<file path="src/rtl/pocket.sv">
// pocket: shared bridge types, limits and helpers for the core's bridge fabric.
package pocket;
    typedef logic [31:0] bridge_addr_t;
    typedef logic [31:0] bridge_data_t;
    typedef struct packed {
        bridge_addr_t base;
        bridge_addr_t mask;
    } bridge_window_t;
    localparam int BRIDGE_RD_LATENCY_MAX = 7;
    typedef enum logic {RD_IDLE, RD_WAIT} rd_state_t;
    function automatic int idx_w(input int n);
        return n > 1 ? $clog2(n) : 1;
    endfunction
endpackage

</file>
<file path="src/rtl/bridge_addr_decode.sv">
// bridge_addr_decode: combinational priority window matcher, lowest index wins on overlap.
module bridge_addr_decode
    import pocket::*;
#(
    parameter int NUM_LEAVES = 4
) (
    input  logic [31:0]                     addr,
    input  bridge_window_t [NUM_LEAVES-1:0] win,
    output logic                            hit,
    output logic [NUM_LEAVES-1:0]           sel,
    output logic [idx_w(NUM_LEAVES)-1:0]    idx
);
    localparam int IDX_W = idx_w(NUM_LEAVES);
    // Scan high to low so the lowest matching leaf is the last one written.
    always_comb begin
        hit = 1'b0;
        sel = '0;
        idx = '0;
        for (int i = NUM_LEAVES - 1; i >= 0; i--) begin
            if ((addr & win[i].mask) == win[i].base) begin
                hit = 1'b1;
                sel = '0;
                sel[i] = 1'b1;
                idx = IDX_W'(i);
            end
        end
    end
endmodule

</file>
<file path="src/rtl/bridge_fanout.sv">
// bridge_fanout: registered host bridge fan-out to N leaves with window decode,
// read latency tracking and default data for unmapped reads.
module bridge_fanout
    import pocket::*;
#(
    parameter int                         NUM_LEAVES   = 4,
    parameter logic [NUM_LEAVES*32-1:0]   LEAF_BASE    = {NUM_LEAVES{32'h0}},
    parameter logic [NUM_LEAVES*32-1:0]   LEAF_MASK    = {NUM_LEAVES{32'hF000_0000}},
    parameter int                         RD_LATENCY   = 1,
    parameter logic [31:0]                DEFAULT_DATA = 32'h0000_0000
) (
    input  logic                     clk,
    input  logic                     reset_n,
    input  logic [31:0]              addr,
    input  logic [31:0]              wr_data,
    input  logic                     wr,
    input  logic                     rd,
    output logic [31:0]              rd_data,
    output logic                     rd_valid,
    output logic                     busy,
    output logic [31:0]              leaf_addr,
    output logic [31:0]              leaf_wr_data,
    output logic [NUM_LEAVES-1:0]    leaf_wr,
    output logic [NUM_LEAVES-1:0]    leaf_rd,
    input  logic [NUM_LEAVES*32-1:0] leaf_rd_data,
    output logic [15:0]              unmapped_count
);
    localparam int IDX_W = idx_w(NUM_LEAVES);
    localparam int CNT_W = $clog2(BRIDGE_RD_LATENCY_MAX + 1);

    bridge_window_t [NUM_LEAVES-1:0] win;
    logic [NUM_LEAVES-1:0][31:0]     leaf_words;
    logic                            hit;
    logic [NUM_LEAVES-1:0]           sel;
    logic [IDX_W-1:0]                idx;
    logic [IDX_W-1:0]                idx_q;
    logic [CNT_W-1:0]                cnt;
    rd_state_t                       state;
    logic                            rd_go;

    for (genvar i = 0; i < NUM_LEAVES; i++) begin : g_win
        assign win[i] = {LEAF_BASE[32*i+:32], LEAF_MASK[32*i+:32]};
    end

    assign leaf_words = leaf_rd_data;
    // A write in the same cycle takes the slot; the read is dropped entirely.
    assign rd_go = rd && !wr;
    assign busy = state == RD_WAIT;

    bridge_addr_decode #(.NUM_LEAVES(NUM_LEAVES)) u_decode (
        .addr (addr),
        .win  (win),
        .hit  (hit),
        .sel  (sel),
        .idx  (idx)
    );

    always_ff @(posedge clk or negedge reset_n) begin
        if (!reset_n) begin
            state          <= RD_IDLE;
            idx_q          <= '0;
            cnt            <= '0;
            rd_data        <= '0;
            rd_valid       <= 1'b0;
            leaf_addr      <= '0;
            leaf_wr_data   <= '0;
            leaf_wr        <= '0;
            leaf_rd        <= '0;
            unmapped_count <= '0;
        end else begin
            rd_valid <= 1'b0;
            leaf_wr  <= wr ? sel : '0;
            leaf_rd  <= rd_go ? sel : '0;
            if (wr || rd) begin
                leaf_addr    <= addr;
                leaf_wr_data <= wr_data;
            end
            if ((wr || rd) && !hit && unmapped_count != 16'hFFFF)
                unmapped_count <= unmapped_count + 16'd1;
            // A new read always restarts, abandoning any read still waiting.
            if (rd_go) begin
                if (hit) begin
                    state <= RD_WAIT;
                    idx_q <= idx;
                    cnt   <= CNT_W'(RD_LATENCY);
                end else begin
                    state    <= RD_IDLE;
                    rd_data  <= DEFAULT_DATA;
                    rd_valid <= 1'b1;
                end
            end else if (state == RD_WAIT) begin
                if (cnt == '0) begin
                    rd_data  <= leaf_words[idx_q];
                    rd_valid <= 1'b1;
                    state    <= RD_IDLE;
                end else begin
                    cnt <= cnt - 1'b1;
                end
            end
        end
    end
endmodule

</file>
<file path="config.mk">
export PLATFORM = sky130hd
export DESIGN_NAME = bridge_fanout
export DESIGN_NICKNAME = d
export VERILOG_FILES = /design/src/rtl/pocket.sv /design/src/rtl/bridge_addr_decode.sv /design/src/rtl/bridge_fanout.sv
export SDC_FILE = /design/constraint.sdc
export NUM_CORES = 1
export LEC_CHECK = 0
export CAP_MARGIN = 20
export CORE_AREA = 2 2 123 125
export DETAILED_ROUTE_END_ITERATION = 10
export DIE_AREA = 0 0 125 127
export PLACE_DENSITY = 0.83
export SETUP_SLACK_MARGIN = 0.05
export SYNTH_ARGS = -nofsm -noshare
export SYNTH_HDL_FRONTEND = slang
export SYNTH_SLANG_ARGS = --single-unit
</file>
<file path="constraint.sdc">
create_clock -name clk -period 1.9 [get_ports clk]
set_clock_uncertainty 0.1 [all_clocks]
set_input_delay 0.38 -clock clk [delete_from_list [all_inputs] [get_ports clk]]
set_output_delay 0.38 -clock clk [all_outputs]
set_load 0.05 [all_outputs]
</file>
==> run metrics, run 1 <==
die width=around 130 um; hold_ws=around 0.28 ns; status=finished clean; Switch Pwr=~0.0033 W; PwrDens=roughly 1200 nW/um2; Arrival @ worst endpoint=about 2.0 ns; Placed Cells=792; Peak supply drop=1.448 mV; worst min path class=in -> reg; CTS tree=done; fin cells=between 800 and 900; Vias/cell=~4.6; sequential cell area fraction in the yosys report=between 50% and 60%; Nets=840; share of cells above drive strength 1=between 40% and 50%; largest family of logic cells by synthesized area=multiplexers; clock share of power=about a third; Crit path required time=around 2.1 ns; CTS max path bufs=2; GRT overflow=0; WL final=13320 um; Seq cells post-synth=119; CORE AREA=approximately 14000 um2; # DRC=0; Ys Warns=0; initial antenna violation count=0; 1st-iter DRT viols=108; Post-Synth Adder-Cell Area=less than 1%; Critical Path Source Type=register; combinational power share=~31%; Simple-Gate Fraction of Synth Area=under 10%; die area=15880 um2; Routed WL per cell=around 16 um; Post-Synthesis Mean Instance Area=about 13 um2; via count=just under 4000; xor/xnor cell area share of the yosys netlist=~2.6%; mux cell area share after synthesis=21.11%; DP Wirelength=between 9000 and 10000 um; Final GP Congestion=0.8060; Lkg Pwr=3.917 nW; Synth Area in Compound Gates=roughly 1.7%; setup_tns=0 ns; Int Pwr=roughly 0.0061 W; first-pass GRT wire length=~21000 um; Reg clk slew, reported paths=0.06 ns; largest net degree at the start of global routing=50; clock sinks=roughly 120; DRT antenna net count=0; Post-Syn Area=about 5000 um2; CTS Buf Count=17; Yosys cell types=40; Clock Latency Late Sink=~0.4 ns; class of the most critical setup path=reg -> reg; most common cell after layout, fill and taps aside=buf_4; Fmax=550.7 MHz; setup violators final=0; CP Capture Type=register; initial core utilization=between 30% and 40%; register-to-register setup slack=roughly 0.084 ns; Port Buffers=about 220; final worst-path cycle share=about 96%; # diodes=0; Reg power frac=about 34%; fin. max-slew vios=0; Die Height=127 um; Tot GR Track Use=between 15 and 20%; CTS H-Tree Depth=4; Final Hold Viols=0; MaxCap Viol Count=0; area grow syn2layout=62.05%; vias in the first global route=4181; switching share of total power=roughly a third; Root Buffer=clkbuf_16; critical path peak fanout=4; most frequent cells in the layout=buf_4 (153), dfrtp_1 (107), clkdlybuf4s50_1 (95); I/O pin total=~320; FP Rows=44; Tot Pwr=~0.0093 W; instance count of the mapped netlist=378; Final min period=1.816 ns; TritonRoute pass-1 iters=4
[power by group through the flow]
stage / clock, W / combinational (W) / sequential, W
5_1_grt: 0.00342 / 0.00304 / 0.00325
6_report: 0.00323 / 0.00289 / 0.00320
3_3_place_gp: 0 / 0.00274 / 0.00322
2_1_floorplan: 0 / 0.000600 / 0.00437
4_1_cts: 0.00329 / 0.00281 / 0.00320
3_5_place_dp: 0 / 0.00280 / 0.00323
[what timing repair did]
item,4_1_cts,5_1_grt
hold buffers,1,0
resized for setup,1,9
pin swaps,0,5
endpoints found under the setup margin,6,34
hold endpoints to repair,27,0
setup buffers,0,11
cloned,0,2
[flip-flops by register name, summed over array words and instances, names as in the netlist]
register        cells
leaf_addr          32
leaf_wr_data       32
rd_data            32
unmapped_count     16
cnt                 3
busy                1
leaf_rd             1
leaf_wr             1
rd_valid            1
[worst max-delay path, stage by stage, from the launching register on]
cell	delay [ns]
dfrtp_2	0.44
ha_4	0.17
nand4_1	0.06
buf_4	0.15
nor4_4	0.05
buf_4	0.17
nor4b_1	0.42
xor2_1	0.11
[cells in the mapped netlist, drive strengths merged]
master,number,area [um2]
xnor2,6,52.55
nor3b,2,20.02
nor2,6,25.03
clkbuf,3,11.26
nand2b,3,18.77
xor2,9,78.83
ha,3,37.54
nand4,6,37.54
or4,1,11.26
nor4,5,58.80
mux2i,32,320.3
and2,1,6.260
or3,1,6.260
nand2,37,138.9
buf,18,128.9
nor3,3,15.01
o2111ai,1,8.760
conb,1,3.750
a21oi,1,5.000
mux2,65,732.0
o21ai,4,31.28
nand3b,2,15.01
and4bb,1,12.51
nand3,4,20.02
dfrtp,119,2978
inv,36,135.1
nand4b,2,17.52
o211ai,1,7.510
nor4b,1,8.760
o2bb2ai,1,8.760
a31oi,1,21.27
nor2b,2,12.51
[through the flow]
stage / setup slack, ns / cell area, um2 / util, %
3_5_place_dp: -0.3437 / 7283 / 50.49
3_3_place_gp: -0.3012 / 7283 / 50.49
5_1_grt: -0.04045 / 8078 / 56.00
6_report: 0.08400 / 8078 / 56.00
2_1_floorplan: 0.07790 / 5019 / -
4_1_cts: 0.06148 / 7901 / 54.78
[cell type report]
cell class	count	area (um2)
clock buffer	21	450.4
timing repair buffer	260	2317
inverter	36	135.1
clock inverter	11	148.9
multi-input combinational	207	1803
fill	1154	6346
sequential	119	2993
tap	184	230.2
[routing by layer]
layer  vias up  wire [um]  global-route usage, %
met5         -          0                      0
li1       1781          -                      -
met4         0        162                  5.752
met3        17       1074                  6.993
met2       154       6809                  27.97
met1      1913       5269                  18.47
[path summary, 6_finish.rpt]
kind,cells past startpoint,start,to
hold / removal,2,addr[31],leaf_addr[31]$_DFFE_PN0P_
max in group asynchronous,3,reset_n,leaf_addr[8]$_DFFE_PN0P_
setup reg to reg,7,unmapped_count[1]$_DFFE_PN0P_,unmapped_count[6]$_DFFE_PN0P_
hold reg to reg,1,unmapped_count[14]$_DFFE_PN0P_,unmapped_count[14]$_DFFE_PN0P_
setup / recovery,7,unmapped_count[1]$_DFFE_PN0P_,unmapped_count[6]$_DFFE_PN0P_
min in group asynchronous,2,reset_n,leaf_wr_data[3]$_DFFE_PN0P_
[logic make-up after synthesis]
family | count (synthesis)
other cells | 1
simple gates | 77
buf+inv | 57
compound gates | 9
flops | 119
fa+ha+maj | 3
mux | 97
xor+xnor | 15
(Power assumes the default switching activity.)
==> run 2: changes to the inputs <==
--- a/config.mk
+++ b/config.mk
@@ -9,7 +9,7 @@
 export CORE_AREA = 2 2 123 125
 export DETAILED_ROUTE_END_ITERATION = 10
 export DIE_AREA = 0 0 125 127
-export PLACE_DENSITY = 0.83
+export PLACE_DENSITY_LB_ADDON = 0.1
 export SETUP_SLACK_MARGIN = 0.05
 export SYNTH_ARGS = -nofsm -noshare
 export SYNTH_HDL_FRONTEND = slang
==> run 2 against run 1 <==
Global-route usage is 0.59 points lower. Sequential power hardly changed. Via count is 4.9% lower. Final area is 0.82% lower. Largest cell class unchanged.
==> run metrics, run 2 (synthesized netlist as in run 1, its figures left out) <==
RSZ-0062 raised after global routing=no; TritonRoute pass-1 iters=4 (unchanged); Root Buffer=clkbuf_16; most frequent cells in the layout=buf_4 (134), dfrtp_1 (107), clkdlybuf4s50_1 (98); Fmax=565.1 MHz (+2.6%); Largest regs=leaf_addr: 32 flops, leaf_wr_data: 32 flops, rd_data: 32 flops; critical-path cell list=clkdlybuf4s50_1 > or4_4 > buf_4 > nor2_1 > nor2b_1 > o21ai_0; 1st-iter DRT viols=104 (-3.7%); initial core utilization=34.56% (unchanged); setup violators final=0 (unchanged); die area=15880 um2 (unchanged); # diodes=0 (unchanged); Vias/cell=4.471 (-3.1%); Lkg Pwr=3.844 nW (-1.9%); Final min period=1.770 ns (-0.04642 ns); PwrDens=1171 nW/um2 (+1.3%); first-pass GRT wire length=19740 um (-5.1%); CORE AREA=14420 um2 (unchanged); FP Rows=44 (unchanged); Clock Latency Late Sink=0.40 ns (about the same); Tot Pwr=0.009378 W (+0.50%); crit-path max cell delay=0.59 ns (+0.15 ns); CP Capture Type=register; clock sinks=119 (unchanged); CTS tree=done; CTS Buf Count=17 (unchanged); RR Startpoint=unmapped_count[0]$_DFFE_PN0P_; Critical Path Source Type=input port; Die Height=127 um (unchanged); Port Buffers=215 (unchanged); fin cells=822 (-1.9%); pre-CTS setup slack=-0.2922 ns (+0.05152 ns); fin. max-slew vios=0 (unchanged); CP startpoint=addr[29]; class of the most critical setup path=in -> reg; worst setup margin=0.1304 ns (+0.04642 ns); GRT overflow=0 (unchanged); Nets=825 (-1.8%); most common cell after layout, fill and taps aside=buf_4; worst min path class=in -> async; WL final=12320 um (-7.5%); Final Hold Viols=0 (unchanged); I/O pin total=318 (unchanged); Tot GR Track Use=15.79% (-0.59 points); MaxCap Viol Count=0 (unchanged); largest net degree at the start of global routing=34 (-32%); status=finished clean; fin util=55.54% (-0.46 points); vias in the first global route=3831 (-8.4%); # DRC=0 (unchanged); DP Wirelength=9178 um (-3.9%); Peak supply drop=1.032 mV (-29%); Placed Cells=788 (-0.51%); CTS H-Tree Depth=4 (unchanged); initial antenna violation count=0 (unchanged); register-to-register setup slack=0.14 ns (+0.06 ns); DRT antenna net count=0 (unchanged); Reg clk slew, reported paths=0.05 ns (about the same); via count=3675 (-4.9%); area grow syn2layout=60.72%; FILL cells=1211 (+4.9%); CTS max path bufs=2 (unchanged); Routed WL per cell=14.99 um (-5.7%); setup_tns=0 ns (unchanged); final worst-path cycle share=93.14% (-2.4 points); die width=125 um (unchanged); Arrival @ worst endpoint=1.98 ns (about the same); critical path peak fanout=3 (-1); Final GP Congestion=0.7486 (-7.1%); Crit path required time=2.11 ns (+0.04 ns); share of cells above drive strength 1=41.54% (-1.3 points); Max stage delay cell, worst path=or4_4
==> run 2: changes by cell type in the layout (fill, tap and decap cells not counted), sizes merged <==
cell           before  now
buf               159  146
clkdlybuf4s50      95   98
bufinv              3    4
inv                37   36
clkinvlp            3    1
clkbuf             23   22
dlymetal6s2s        3    0
==> run 2: area by class of cell <==
class | count | area, um2 | area share [%]
clock buffer | 22 | 474.2 | 5.919
clock inverter | 9 | 147.6 | 1.843
inverter | 36 | 135.1 | 1.687
multi-input combinational | 207 | 1794 | 22.40
sequential | 119 | 2993 | 37.36
tap | 184 | 230.2 | 2.874
timing repair buffer | 245 | 2237 | 27.92
==> run 2: worst max-delay path, delay by kind of cell <==
family,cells,cell delay (ns)
and+or+nand+nor,3,0.81
AOI/OAI and AO/OA,1,0.16
buffers and inverters,2,0.63
==> run 2: final timing paths <==
| path | cells past startpoint | end |
|---|---|---|
| max | 6 | cnt[0]$_DFFE_PN0P_ |
| min | 2 | rd_data[10]$_DFFE_PN0P_ |
| max reg2reg | 7 | unmapped_count[3]$_DFFE_PN0P_ |
| min reg2reg | 1 | cnt[1]$_DFFE_PN0P_ |
| max in group asynchronous | 3 | unmapped_count[9]$_DFFE_PN0P_ |
| min in group clk | 1 | cnt[1]$_DFFE_PN0P_ |
==> run 2: metrics by stage <==
stage	hold WS (ns)	area, um2
2_1_floorplan	-0.01559	5019
3_3_place_gp	0.1983	7328
3_5_place_dp	0.1982	7328
4_1_cts	0.3101	7960
5_1_grt	0.3372	8011
6_report	0.3156	8011
==> run 2: timing repair <==
action / 4_1_cts / 5_1_grt
resized for setup: 0 / 6
endpoints found under the setup margin: 0 / 12
buffers inserted: 0 / 2
hold endpoints to repair: 17 / 0
hold buffers: 1 / 0
==> run 2: where the power goes <==
group	switching, W	internal [W]	total, W
Combinational	0.00179	0.00103	0.00282
Clock	0.00106	0.00228	0.00334
Sequential	0.000310	0.00291	0.00322
==> run 2: metal layers <==
layer  share of wire (%)  wire length, um  vias up  global-route usage (%)
li1                    -                -     1748                       -
met1                  42             5143     1782                   19.15
met2                  50             6154      129                   25.70
met3                 6.5              804       16                   5.444
met4                 1.8              218        0                   6.863
met5                   0                0        -                       0
==> edit 1 (flow settings as in run 2) <==
`NUM_LEAVES` is set to 4 in 2 places; all go to 3.
--- a/src/rtl/bridge_addr_decode.sv
+++ b/src/rtl/bridge_addr_decode.sv
@@ -2,7 +2,7 @@
 module bridge_addr_decode
     import pocket::*;
 #(
-    parameter int NUM_LEAVES = 4
+    parameter int NUM_LEAVES = 3
 ) (
     input  logic [31:0]                     addr,
     input  bridge_window_t [NUM_LEAVES-1:0] win,
--- a/src/rtl/bridge_fanout.sv
+++ b/src/rtl/bridge_fanout.sv
@@ -3,7 +3,7 @@
 module bridge_fanout
     import pocket::*;
 #(
-    parameter int                         NUM_LEAVES   = 4,
+    parameter int                         NUM_LEAVES   = 3,
     parameter logic [NUM_LEAVES*32-1:0]   LEAF_BASE    = {NUM_LEAVES{32'h0}},
     parameter logic [NUM_LEAVES*32-1:0]   LEAF_MASK    = {NUM_LEAVES{32'hF000_0000}},
     parameter int                         RD_LATENCY   = 1,
Ports: changed (resized leaf_rd, leaf_rd_data and leaf_wr); port bits go from 318 to 284. No check against the original RTL was run, so the function may have changed too.
==> edit 1 against run 2 <==
- global-route usage shrank 0.17 points
- synthesized area fell by 0.30%
- worst setup slack better by 7.8 ps
- wire length is 2.4% lower
- power is 1.2% lower
- largest cell class unchanged
- count of clock-buffer cells in the layout is 1 higher
- core utilization shrank 0.36 points
- sequential cell count unchanged
- largest power group unchanged
- design area down 0.66%
- critical path depth is the same
- register-to-register slack gained 20 ps
==> edit 1: results (changes against run 2) <==
[worst_setup_path]
critPathMaxFanout = 25  ; +22
crit_arrival_ps = 1980  ; about the same

[detailed_routing]
postRouteWirelength_mm = 12.0  ; -2.4%
num_vias = 3731  ; +1.5%
first_iter_violations = 100  ; -3.8%
drc = 0  ; unchanged
drt-pass1-iter-count = 4  ; unchanged

[yosys]
synth_compound_area_share_pct = 1.66  ; +0.0050 points
yosysWarnings = 0  ; unchanged
synth_area_leaders = dfrtp_1 60%, mux2_2 15%, mux2i_1 6.4%
synth_seq_area_share_pct = 59.9  ; +0.18 points
synth.distinct_cells = 40  ; unchanged
synth_mux_area_share_pct = 21.2  ; +0.064 points
synth_xor_xnor_area_share_pct = 2.64  ; +0.0080 points
synthAdderAreaFrac_pct = 0.755  ; +0.0023 points
synth_commonest_cells = 119 x dfrtp_1, 64 x mux2_2, 37 x nand2_1
async_flop_share_pct = 100  ; unchanged
synth_ff_type = dfrtp_1

[placement]
dp_hpwl_mm = 8.94  ; -2.5%
portBuffers = 215  ; unchanged
post-place-ws_ps = -323  ; -30.5 ps
gp_congestion = 0.743  ; -0.81%

[min_path]
min_path_type = register to register

[final_layout]
reg_top3 = leaf_addr x32, leaf_wr_data x32, rd_data x32
drive_gt1_share_pct = 41.8  ; +0.30 points
n_antenna_cell = 0  ; unchanged
final_nets = 797  ; -3.4%

[power_and_ir_drop]
leakagePower_nw = 3.82  ; -0.54%
ir_drop_mv = 1.14  ; +11%

[clock_network]
cts-buffers-inserted = 17  ; unchanged
clk_latency_ps = 400  ; about the same
cts.path.max_buffers = 2  ; unchanged
post_cts_buffers = 0  ; unchanged
cts_max_level = 4  ; unchanged
cts_root_buffer = clkbuf_16
path_clk_slew_ps = 50  ; about the same

[grt]
grt_use_met3_pct = 4.48  ; -0.96 points
antenna_found_initial = 0  ; unchanged
grt_max_degree = 62  ; +82%
overflow = 0  ; unchanged
grt_pass1_vias = 3896  ; +1.7%
use_met2_pct = 26.7  ; +0.99 points
grt_first_pass_wirelength_mm = 19.7  ; -0.10%
met1_usage_pct = 18.3  ; -0.81 points
grt_usage_pct = 15.6  ; -0.17 points

[status]
status = completed

-- edit 1: cell count changes after synthesis --
cell	delta
buf_4	-2
-- edit 1: final cells by class --
cell class | count | area (µm²)
fillers | 1246 | 6460
flip-flops and latches | 119 | 2990
repair buffers | 251 | 2230
multi-input cells | 205 | 1770
clock buffers | 23 | 478
well taps | 184 | 230
inverters | 36 | 135
clock inverters | 9 | 123
-- edit 1: per-stage QoR --
step                      TNS (ps)  utilization, %  cells  cell area, µm²
after floorplan                  0               -    379            5000
after global placement      -17770            50.8    794            7330
after detailed placement    -19430            50.8    794            7330
after CTS                        0            55.1    827            7940
after global routing             0            55.2    827            7960
final                            0            55.2    827            7960
-- edit 1: what timing repair did --
| item | 4_1_cts | 5_1_grt |
|---|---|---|
| gates resized for setup | 0 | 3 |
| endpoints found under the hold margin | 119 | 0 |
| setup endpoints to repair | 0 | 18 |
| hold buffers | 1 | 0 |
-- edit 1: worst max-delay path, stage by stage --
cell,delay [ps]
clkdlybuf4s50_1,580
nor2b_2,230
nor2_1,100
a31oi_4,230
buf_12,230
mux2i_1,230
-- edit 1: per-layer routing --
layer / up-vias / part of all wire [%]
met2: 120 / 51
li1: 1769 / -
met3: 20 / 6.0
met1: 1822 / 40
met5: - / 0
met4: 0 / 2.3
-- edit 1: power by group --
part           total [mW]  switching [mW]  leakage [nW]  internal [mW]
clock                3.24            1.08         0.297           2.15
sequential           3.13           0.226          1.42           2.90
combinational        2.90            1.85          2.11           1.05
-- edit 1: final timing paths --
path	start	to	slack (ps)	cells past startpoint
hold reg to reg	unmapped_count[15]$_DFFE_PN0P_	unmapped_count[15]$_DFFE_PN0P_	390	1
setup / recovery	rd	rd_data[31]$_DFFE_PN0P_	140	6
max in group asynchronous	reset_n	unmapped_count[3]$_DFFE_PN0P_	950	3
hold / removal	unmapped_count[15]$_DFFE_PN0P_	unmapped_count[15]$_DFFE_PN0P_	390	1
min in group asynchronous	reset_n	rd_data[11]$_DFFE_PN0P_	440	3
setup reg to reg	unmapped_count[5]$_DFFE_PN0P_	unmapped_count[1]$_DFFE_PN0P_	160	5
-- edit 1: kinds of logic (layout without fill, tap and decap cells) --
group,count (synthesis),count (layout)
adders and majority gates,3,3
other,1,4
xor gates and xnor gates,15,15
muxes,97,97
and+or+nand+nor,77,77
DFF,119,119
buffers and inverters,55,319
AOI/OAI and AO/OA,9,9
==> edit 2 (settings of run 2) <==
Made on the original files. Put one more register stage on the output `unmapped_count`, without a reset. The value now appears one clock later. The other outputs are not delayed to match.
--- a/src/rtl/bridge_fanout.sv
+++ b/src/rtl/bridge_fanout.sv
@@ -27,6 +27,8 @@
 );
     localparam int IDX_W = idx_w(NUM_LEAVES);
     localparam int CNT_W = $clog2(BRIDGE_RD_LATENCY_MAX + 1);
+
+    logic [15:0] unmapped_count_s0;
 
     bridge_window_t [NUM_LEAVES-1:0] win;
     logic [NUM_LEAVES-1:0][31:0]     leaf_words;
@@ -66,7 +68,7 @@
             leaf_wr_data   <= '0;
             leaf_wr        <= '0;
             leaf_rd        <= '0;
-            unmapped_count <= '0;
+            unmapped_count_s0 <= '0;
         end else begin
             rd_valid <= 1'b0;
             leaf_wr  <= wr ? sel : '0;
@@ -75,8 +77,8 @@
                 leaf_addr    <= addr;
                 leaf_wr_data <= wr_data;
             end
-            if ((wr || rd) && !hit && unmapped_count != 16'hFFFF)
-                unmapped_count <= unmapped_count + 16'd1;
+            if ((wr || rd) && !hit && unmapped_count_s0 != 16'hFFFF)
+                unmapped_count_s0 <= unmapped_count_s0 + 16'd1;
             // A new read always restarts, abandoning any read still waiting.
             if (rd_go) begin
                 if (hit) begin
@@ -99,5 +101,9 @@
             end
         end
     end
+    always_ff @(posedge clk) begin
+        unmapped_count <= unmapped_count_s0;
+    end
+
 endmodule
 
Function: changed (Yosys sat finds a counterexample within 4 cycles, from zero or initial values and one cycle with reset_n low).
==> edit 2 against run 2 <==
- maximum frequency grew 6.2%
- first-iteration DRC count shrank 33%
- power shrank 2.2%
- synthesized area grew 6.0%
- synthesized cell count grew 4.8%
- design area grew 0.47%
- sequential cell count grew 16
- register-to-register slack gained 90 ps
- global-route usage grew 1.0 points
- non-clock buffer count shrank 8
- wire length grew 4.6%
- worst setup slack gained 100 ps
- combinational power shrank 6%
- sequential power grew 9.6%
- critical path type is now register to register
- critical endpoint is now unmapped_count_s0[1]$_DFFE_PN0P_
- largest cell class unchanged
- largest power group is now registers
==> edit 2: results (changes against run 2) <==
[status]
status = completed

[clock_network]
post_cts_buffers = 0  ; unchanged
cts.path.max_buffers = 2  ; unchanged
clk_latency_ps = 410
path_clk_slew_ps = 50  ; about the same
cts-buffers-inserted = 17  ; unchanged
cts_root_buffer = clkbuf_16
cts_max_level = 4  ; unchanged

[detailed_routing]
met2_length_mm = 6.06  ; -1.5%
postRouteWirelength_mm = 12.9  ; +4.6%
wl_met1_mm = 5.66  ; +10%
num_vias = 3758  ; +2.3%
wl_met3_um = 978  ; +22%
highest_layer = met4
first_iter_violations = 70  ; -33%
drt-pass1-iter-count = 4  ; unchanged

[worst_setup_path]
cp_top_family = simple AND/OR/NAND/NOR gates
critPathMaxFanout = 4  ; +1
crit_arrival_ps = 1860  ; -120 ps
cpMaxStageDelayCell = dfrtp_1
cpPeakStageDelay_ps = 400  ; -190 ps

[grt]
grt_pass1_vias = 4003  ; +4.5%
grt_use_met3_pct = 5.99  ; +0.54 points
grt_first_pass_wirelength_mm = 20.9  ; +5.8%
use_met2_pct = 26.6  ; +0.90 points
grt_usage_pct = 16.8  ; +1.0 points
antenna_found_initial = 0  ; unchanged
met1_usage_pct = 21.4  ; +2.3 points
grt_max_degree = 40  ; +18%

[yosys]
async_flop_share_pct = 88.1  ; -12 points
yosysWarnings = 0  ; unchanged
synth.distinct_cells = 38  ; -5.0%
synth_xor_xnor_area_share_pct = 1.99  ; -0.65 points
avgSynthCellArea_um2 = 13.3  ; +1.2%
synthAdderAreaFrac_pct = 0.710  ; -0.043 points
synth_mux_area_share_pct = 20.1  ; -0.99 points
synth_compound_area_share_pct = 1.44  ; -0.21 points
synth_seq_area_share_pct = 62.4  ; +2.7 points
synth_commonest_cells = 119 x dfrtp_1, 66 x mux2_2, 42 x nand2_1
synth_area_leaders = dfrtp_1 56%, mux2_2 14%, dfxtp_1 6.1%

[final_layout]
stdcell_count = 834  ; +1.5%
drive_gt1_share_pct = 37.5  ; -4.0 points
final_nets = 836  ; +1.3%
n_antenna_cell = 0  ; unchanged
reg_top3 = leaf_addr x32, leaf_wr_data x32, rd_data x32

[placement]
dp_hpwl_mm = 9.57  ; +4.2%
post-place-cells = 801  ; +1.6%
portBuffers = 215  ; unchanged
post-place-ws_ps = -184  ; +108 ps
gp_congestion = 0.790  ; +5.5%

[power_and_ir_drop]
ir_drop_mv = 0.809  ; -22%
leakagePower_nw = 3.78  ; -1.7%

[min_path]
min_path_type = register to register

==> edit 2: cell count changes after synthesis, sizes merged, moves of 3 or more <==
cell,run 2,this run
nand2,37,42
and3,0,3
and4,0,3
xor2,9,3
xnor2,6,9
dfxtp,0,16
==> edit 2: worst paths after layout <==
| kind | from | end | slack (ps) | cells after the start |
|---|---|---|---|---|
| max | unmapped_count_s0[0]$_DFFE_PN0P_ | unmapped_count_s0[1]$_DFFE_PN0P_ | 230 | 5 |
| min reg2reg | unmapped_count_s0[1]$_DFFE_PN0P_ | unmapped_count[1]$_DFF_P_ | 330 | 0 |
| min in group asynchronous | reset_n | rd_data[3]$_DFFE_PN0P_ | 340 | 2 |
| min | unmapped_count_s0[1]$_DFFE_PN0P_ | unmapped_count[1]$_DFF_P_ | 330 | 0 |
| max reg2reg | unmapped_count_s0[0]$_DFFE_PN0P_ | unmapped_count_s0[1]$_DFFE_PN0P_ | 230 | 5 |
| max in group asynchronous | reset_n | rd_data[20]$_DFFE_PN0P_ | 810 | 3 |
==> edit 2: power breakdown <==
part | switching, mW | total, mW | leakage, nW | internal, mW
Sequential | 0.247 | 3.53 | 1.57 | 3.28
Clock | 1.16 | 2.99 | 0.277 | 1.83
Combinational | 1.71 | 2.65 | 1.93 | 0.943
Total | 3.12 | 9.17 | 3.78 | 6.05
==> edit 2: cell families (layout without fill, tap and decap cells) <==
family,Yosys count,count (layout)
compound gates,11,11
xor+xnor,12,12
flops,135,135
buf+inv,57,306
mux,98,98
simple gates,79,79
other cells,1,6
fa+ha+maj,3,3
==> edit 2: metrics by stage <==
| stage | setup TNS [ps] | instance area [µm²] | util [%] | total power, mW |
|---|---|---|---|---|
| 2_1_floorplan | 0 | 5310 | - | 5.25 |
| 3_3_place_gp | -10820 | 7490 | 51.9 | 6.22 |
| 3_5_place_dp | -12670 | 7490 | 51.9 | 6.26 |
| 4_1_cts | 0 | 8050 | 55.8 | 9.29 |
| 5_1_grt | 0 | 8050 | 55.8 | 9.60 |
| 6_report | 0 | 8050 | 55.8 | 9.17 |
==> edit 2: final cells by class <==
| cell class | instances | area [µm²] |
|---|---|---|
| Clock buffer | 23 | 499 |
| Clock inverter | 9 | 47.5 |
| Fill cell | 1245 | 6370 |
| Inverter | 37 | 139 |
| Multi-Input combinational cell | 209 | 1750 |
| Sequential cell | 135 | 3300 |
| Tap cell | 184 | 230 |
| Timing Repair Buffer | 237 | 2090 |
==> edit 2: timing repair <==
| item | 4_1_cts | 5_1_grt |
|---|---|---|
| hold buffers | 1 | 0 |
| endpoints found under the hold margin | 23 | 0 |
| gates resized for setup | 0 | 0 |
